**src/rtl/rect_pixel_writer.sv**
```systemverilog
// Converts a linear pixel-index stream into clipped screen coordinates for a
// filled rectangle and drives the VGA plot strobe through a two-stage pipeline.
module rect_pixel_writer #(
    parameter int IDX_W = 17,
    parameter int X_W   = 9,
    parameter int Y_W   = 8,
    parameter int COL_W = 3,
    parameter int SCR_W = 320,
    parameter int SCR_H = 240
) (
    input  logic             clk,
    input  logic             resetn,
    input  logic             start,
    input  logic [X_W-1:0]   rect_x,
    input  logic [Y_W-1:0]   rect_y,
    input  logic [X_W-1:0]   rect_w,
    input  logic [Y_W-1:0]   rect_h,
    input  logic [COL_W-1:0] colour,
    input  logic [IDX_W-1:0] idx,
    input  logic             idx_finished,
    output logic [IDX_W-1:0] limit,
    output logic [X_W-1:0]   vga_x,
    output logic [Y_W-1:0]   vga_y,
    output logic [COL_W-1:0] vga_colour,
    output logic             vga_plot,
    output logic             busy,
    output logic             done
);

    typedef enum logic [2:0] {IDLE, RUN, DRAIN, EMPTY, DONE} state_t;

    localparam logic [X_W:0] SCR_W_L = (X_W+1)'(SCR_W);
    localparam logic [Y_W:0] SCR_H_L = (Y_W+1)'(SCR_H);

    state_t           state;
    logic [X_W-1:0]   lat_x;
    logic [X_W-1:0]   lat_w;
    logic [Y_W-1:0]   lat_y;
    logic [Y_W-1:0]   lat_h;
    logic [COL_W-1:0] lat_colour;
    logic [X_W-1:0]   col;
    logic [Y_W-1:0]   row;
    logic [IDX_W-1:0] exp_idx;
    logic             s1_valid;
    logic [X_W-1:0]   s1_col;
    logic [Y_W-1:0]   s1_row;

    logic             accept;
    logic [IDX_W-1:0] exp_next;
    logic [X_W:0]     pix_x;
    logic [Y_W:0]     pix_y;

    // Only the index we are waiting for is taken; duplicates and gaps are dropped.
    assign accept   = (state == RUN) && !idx_finished && (idx == exp_idx);
    assign exp_next = exp_idx + IDX_W'(1);
    assign pix_x    = {1'b0, lat_x} + {1'b0, s1_col};
    assign pix_y    = {1'b0, lat_y} + {1'b0, s1_row};

    always_ff @(posedge clk or negedge resetn) begin
        if (!resetn) begin
            state      <= IDLE;
            lat_x      <= '0;
            lat_w      <= '0;
            lat_y      <= '0;
            lat_h      <= '0;
            lat_colour <= '0;
            col        <= '0;
            row        <= '0;
            exp_idx    <= '0;
            s1_valid   <= 1'b0;
            s1_col     <= '0;
            s1_row     <= '0;
            limit      <= '0;
            vga_x      <= '0;
            vga_y      <= '0;
            vga_colour <= '0;
            vga_plot   <= 1'b0;
            busy       <= 1'b0;
            done       <= 1'b0;
        end else begin
            s1_valid <= accept;
            if (accept) begin
                s1_col <= col;
                s1_row <= row;
            end

            // Clipped pixels flow through the pipe but never raise the strobe.
            vga_plot <= s1_valid && (pix_x < SCR_W_L) && (pix_y < SCR_H_L);
            if (s1_valid) begin
                vga_x      <= pix_x[X_W-1:0];
                vga_y      <= pix_y[Y_W-1:0];
                vga_colour <= lat_colour;
            end

            done <= 1'b0;
            case (state)
                IDLE: begin
                    if (start) begin
                        lat_x      <= rect_x;
                        lat_y      <= rect_y;
                        lat_w      <= rect_w;
                        lat_h      <= rect_h;
                        lat_colour <= colour;
                        limit      <= {{(IDX_W-X_W){1'b0}}, rect_w} *
                                      {{(IDX_W-Y_W){1'b0}}, rect_h};
                        col        <= '0;
                        row        <= '0;
                        exp_idx    <= '0;
                        busy       <= 1'b1;
                        state      <= (rect_w == '0 || rect_h == '0) ? EMPTY : RUN;
                    end
                end
                RUN: begin
                    if (accept) begin
                        exp_idx <= exp_next;
                        if (col == lat_w - X_W'(1)) begin
                            col <= '0;
                            row <= row + Y_W'(1);
                        end else begin
                            col <= col + X_W'(1);
                        end
                        if (exp_next == limit) begin
                            state <= DRAIN;
                        end
                    end
                end
                DRAIN: begin
                    // Stage 1 empty now means stage 2 is empty after this edge.
                    if (!s1_valid) begin
                        state <= DONE;
                        busy  <= 1'b0;
                        done  <= 1'b1;
                    end
                end
                EMPTY: begin
                    state <= DONE;
                    busy  <= 1'b0;
                    done  <= 1'b1;
                end
                DONE: begin
                    state <= IDLE;
                end
                default: begin
                    state <= IDLE;
                end
            endcase
        end
    end

endmodule

```
**config.mk**
```make
export PLATFORM = sky130hd
export DESIGN_NAME = rect_pixel_writer
export DESIGN_NICKNAME = d
export VERILOG_FILES = /design/src/rtl/rect_pixel_writer.sv
export SDC_FILE = /design/constraint.sdc
export NUM_CORES = 1
export LEC_CHECK = 0
export CAP_MARGIN = 10
export CORE_MARGIN = 3
export CORE_UTILIZATION = 50
export DETAILED_ROUTE_END_ITERATION = 16
export PLACE_DENSITY = 0.68
export SLEW_MARGIN = 20
export SYNTH_ARGS = -nofsm -noshare
export SYNTH_HDL_FRONTEND = slang
export SYNTH_SLANG_ARGS = --single-unit
export TNS_END_PERCENT = 20
```
**constraint.sdc**
```tcl
create_clock -name clk -period 2.7 [get_ports clk]
set_input_delay 0.675 -clock clk [delete_from_list [all_inputs] [get_ports clk]]
set_output_delay 0.675 -clock clk [all_outputs]
set_load 0.03 [all_outputs]
```
==> flow_metrics.tcl <==
set metrics [dict create \
    synth-edff-count 0 \
    drt-initial-drc-count 334 \
    crit_path_top_delay_cell "fa_1" \
    startpoint_type "input port" \
    yosysTopAreaCellShare 0.342 \
    finalCritPeriodShare 1.46 \
    synth.distinct_cells 63 \
    dp_slack_ns -2.25 \
    dpl_cell_area_sq_um 10800 \
    routed.top_layer "met4" \
    cts-htree-levels 4 \
    portBuffers 97 \
    fin_skew_ns 0.0109 \
    clock_latency_ns 0.42 \
    grt_max_degree 66 \
    worst_pin_slew_ns 0.730 \
    track_usage 0.233 \
    ys_seq_area_frac 0.342 \
    synth-seq-cells 124 \
    fp.dieArea_sq_um 19800 \
    worstSetupPathType "in -> reg" \
    power.density_nw_per_um2 737 \
    synth.top_cells.by_area "dfrtp_1 34%, fa_1 9.7%, nand2_1 8.6%" \
    nets 1322 \
    slew_headroom 0.513 \
    drc 0 \
    peakVddDrop_v 0.000553 \
    die_w_microns 141 \
    grt_pass1_wl_microns 37500 \
    synth_cells 1018 \
    place_congestion 0.892 \
    period_needed_ns 3.95 \
    rows 48 \
    wl_met2_microns 11600 \
    whs_ns 0.167 \
    syn2layout_area_growth_pct 27.4 \
    wl_met1_microns 9530 \
    critPathMostFrequentCell "fa_1" \
    worstPathCellList "buf_12 > and2_4 > fa_1 > fa_1 > fa_1 > inv_1 > fa_1 > inv_2 > ha_4 > a211oi_4 > buf_4 > nand2b_4 > a31oi_4 > o21ai_2 > xnor2_1 > o21ai_1" \
    fmax_mhz 253 \
    rsz0062_at_grt "yes" \
    die_y_microns 141 \
    wl_per_cell_microns 16.0 \
    syn-cell-area_sq_um 9080 \
    synth_top_flop_cell "dfrtp_1" \
    clk_path_buf_depth 2 \
    core_sq_um 17500 \
    antenna_found_initial 0 \
    crit_required_ns 3.00 \
    grt_pass1_vias 7843 \
    p_leak_uw 0.00549 \
    arrival_ns 4.25 \
    cts_tree "yes" \
    cts_buffers 17 \
    grt_overflow_total 0 \
    status "finished, violations left" \
    wl_microns 22300 \
    fin_util 0.659 \
    synthArstFlopShare 1.00 \
    hold_viol_final 0 \
    hold_path.class "in -> async" \
    worstPathMaxFanout 8 \
    slowest_delay_ns 0.54 \
    via_count 7576 \
    yosys.area.top_type "dfrtp_1" \
    diodes 0 \
    nFillCells 1487 \
    end_kind "flop" \
    setup_violations 13 \
    met3WireLength_microns 756 \
    root_buffer "clkbuf_16" \
    pin_count 98 \
    finalInstanceArea_sq_um 11600 \
    slew_violations 0 \
    layout_common_cells "201 x nand2_1, 124 x dfrtp_1, 79 x clkdlybuf4s50_1" \
    start_util 0.518 \
    drive_above_1_share 0.171 \
    path_clk_slew_ns 0.06 \
    final_common_cell "nand2_1" \
    postSynthAreaPerCell_sq_um 8.92 \
    drv_cap 0 \
    vias_per_cell 5.42 \
    drtAntennaViolNets 0 \
    drt_first_pass_iters 7 \
    violations "setup timing" \
    place_hpwl_microns 17000 \
    fin_ws_ns -1.25 \
    syn-num-nets 1178 \
    ys_warn_count 0 \
    clock_sinks 124 \
]
[where the power goes]
part           total [uW]  switching, uW  internal [uW]
sequential           2560            382           2180
clock                2200            789           1410
combinational        3760           1900           1860
total                8520           3070           5460
[registers in the layout (all words and copies together) (netlist names), 9 cells and up]
register  cells
col           9
exp_idx      17
limit        17
s1_col        9
vga_x         9
lat_w         9
lat_x         9
[metrics by stage]
stage	power, uW	std cells	setup TNS [ns]
CTS	8520	1396	-13.00
floorplan	4910	1018	-16.44
detailed placement	6190	1364	-31.55
global route	9120	1398	-14.74
finish	8520	1398	-12.80
global placement	6140	1364	-30.05
[worst max-delay path, delay by kind of cell]
kind | cells | cell delay, ns
fa+ha+maj | 5 | 2.27
compound gates | 4 | 0.56
buf+inv | 4 | 0.36
simple gates | 2 | 0.21
xor+xnor | 1 | 0.16
[synth_stat cells, types with 2 or more instances]
library cell,number
nand2_1,208
dfrtp_1,124
inv_1,73
o21ai_0,66
ha_1,58
and2_1,55
fa_1,44
xor2_1,39
clkbuf_1,38
nor2_1,35
xnor2_1,34
a21oi_1,24
nand3_1,23
mux2_2,19
nor2b_1,17
o31ai_1,15
nor4_1,14
nand4_1,13
nor3_1,12
nand2b_1,10
buf_2,9
or4_1,8
a211oi_1,5
a21o_1,5
o21ai_1,5
and3_1,4
nor3b_1,4
o211ai_1,4
o21a_1,4
o41ai_1,4
a22o_1,3
a31o_2,3
a21boi_0,2
a22oi_1,2
a41oi_1,2
buf_1,2
o2111ai_1,2
o211a_1,2
or2_2,2
or3b_1,2
[layout make-up]
class                           count  area [sq um]  share of cell area
Clock buffer                       23           478              0.0413
Clock inverter                      7          90.1             0.00779
Timing Repair Buffer              175          1620               0.140
Tap cell                          225           282              0.0243
Multi-Input combinational cell    770          5710               0.494
Inverter                           74           278              0.0240
Sequential cell                   124          3100               0.268
[final timing paths]
| check | slack, ns | start | to | cells after the start |
|---|---|---|---|---|
| worst max register to register | 0.13 | state[2]$_DFFE_PN0P_ | state[0]$_DFFE_PN0P_ | 7 |
| worst min-delay path | 0.17 | resetn | lat_x[0]$_DFFE_PN0P_ | 1 |
| worst max-delay path | -1.25 | rect_h[2] | limit[14]$_DFFE_PN0P_ | 16 |
| min in group clk | 0.47 | s1_col[7]$_DFFE_PN0P_ | s1_col[7]$_DFFE_PN0P_ | 2 |
| max in group asynchronous | 1.85 | resetn | lat_y[3]$_DFFE_PN0P_ | 2 |
| worst min register to register | 0.47 | s1_col[7]$_DFFE_PN0P_ | s1_col[7]$_DFFE_PN0P_ | 2 |
[layer usage]
metal / global-route usage / up-vias
met5: 0 / -
met1: 0.293 / 3715
met4: 0.0617 / 0
met2: 0.415 / 142
met3: 0.0400 / 34
li1: - / 3685
[cell families (layout without fill, tap and decap cells)]
family	after synthesis	in the layout	synth area share
adder cells (fa/ha/maj)	102	102	0.177
AO/OA/AOI/OAI	157	157	0.109
XOR/XNOR	73	73	0.0704
multiplexers	20	20	0.0247
buffers and inverters	124	279	0.0533
AND/OR/NAND/NOR	418	418	0.224
flip-flops	124	124	0.342
[what timing repair did]
action,4_1_cts,5_1_grt
cloned,0,0
hold buffers,0,0
setup buffers,2,2
pin swaps,29,22
setup endpoints to repair,14,26
gates resized for setup,96,30
endpoints found under the hold margin,0,0
No activity file was read; power rests on OpenSTA's default activity.
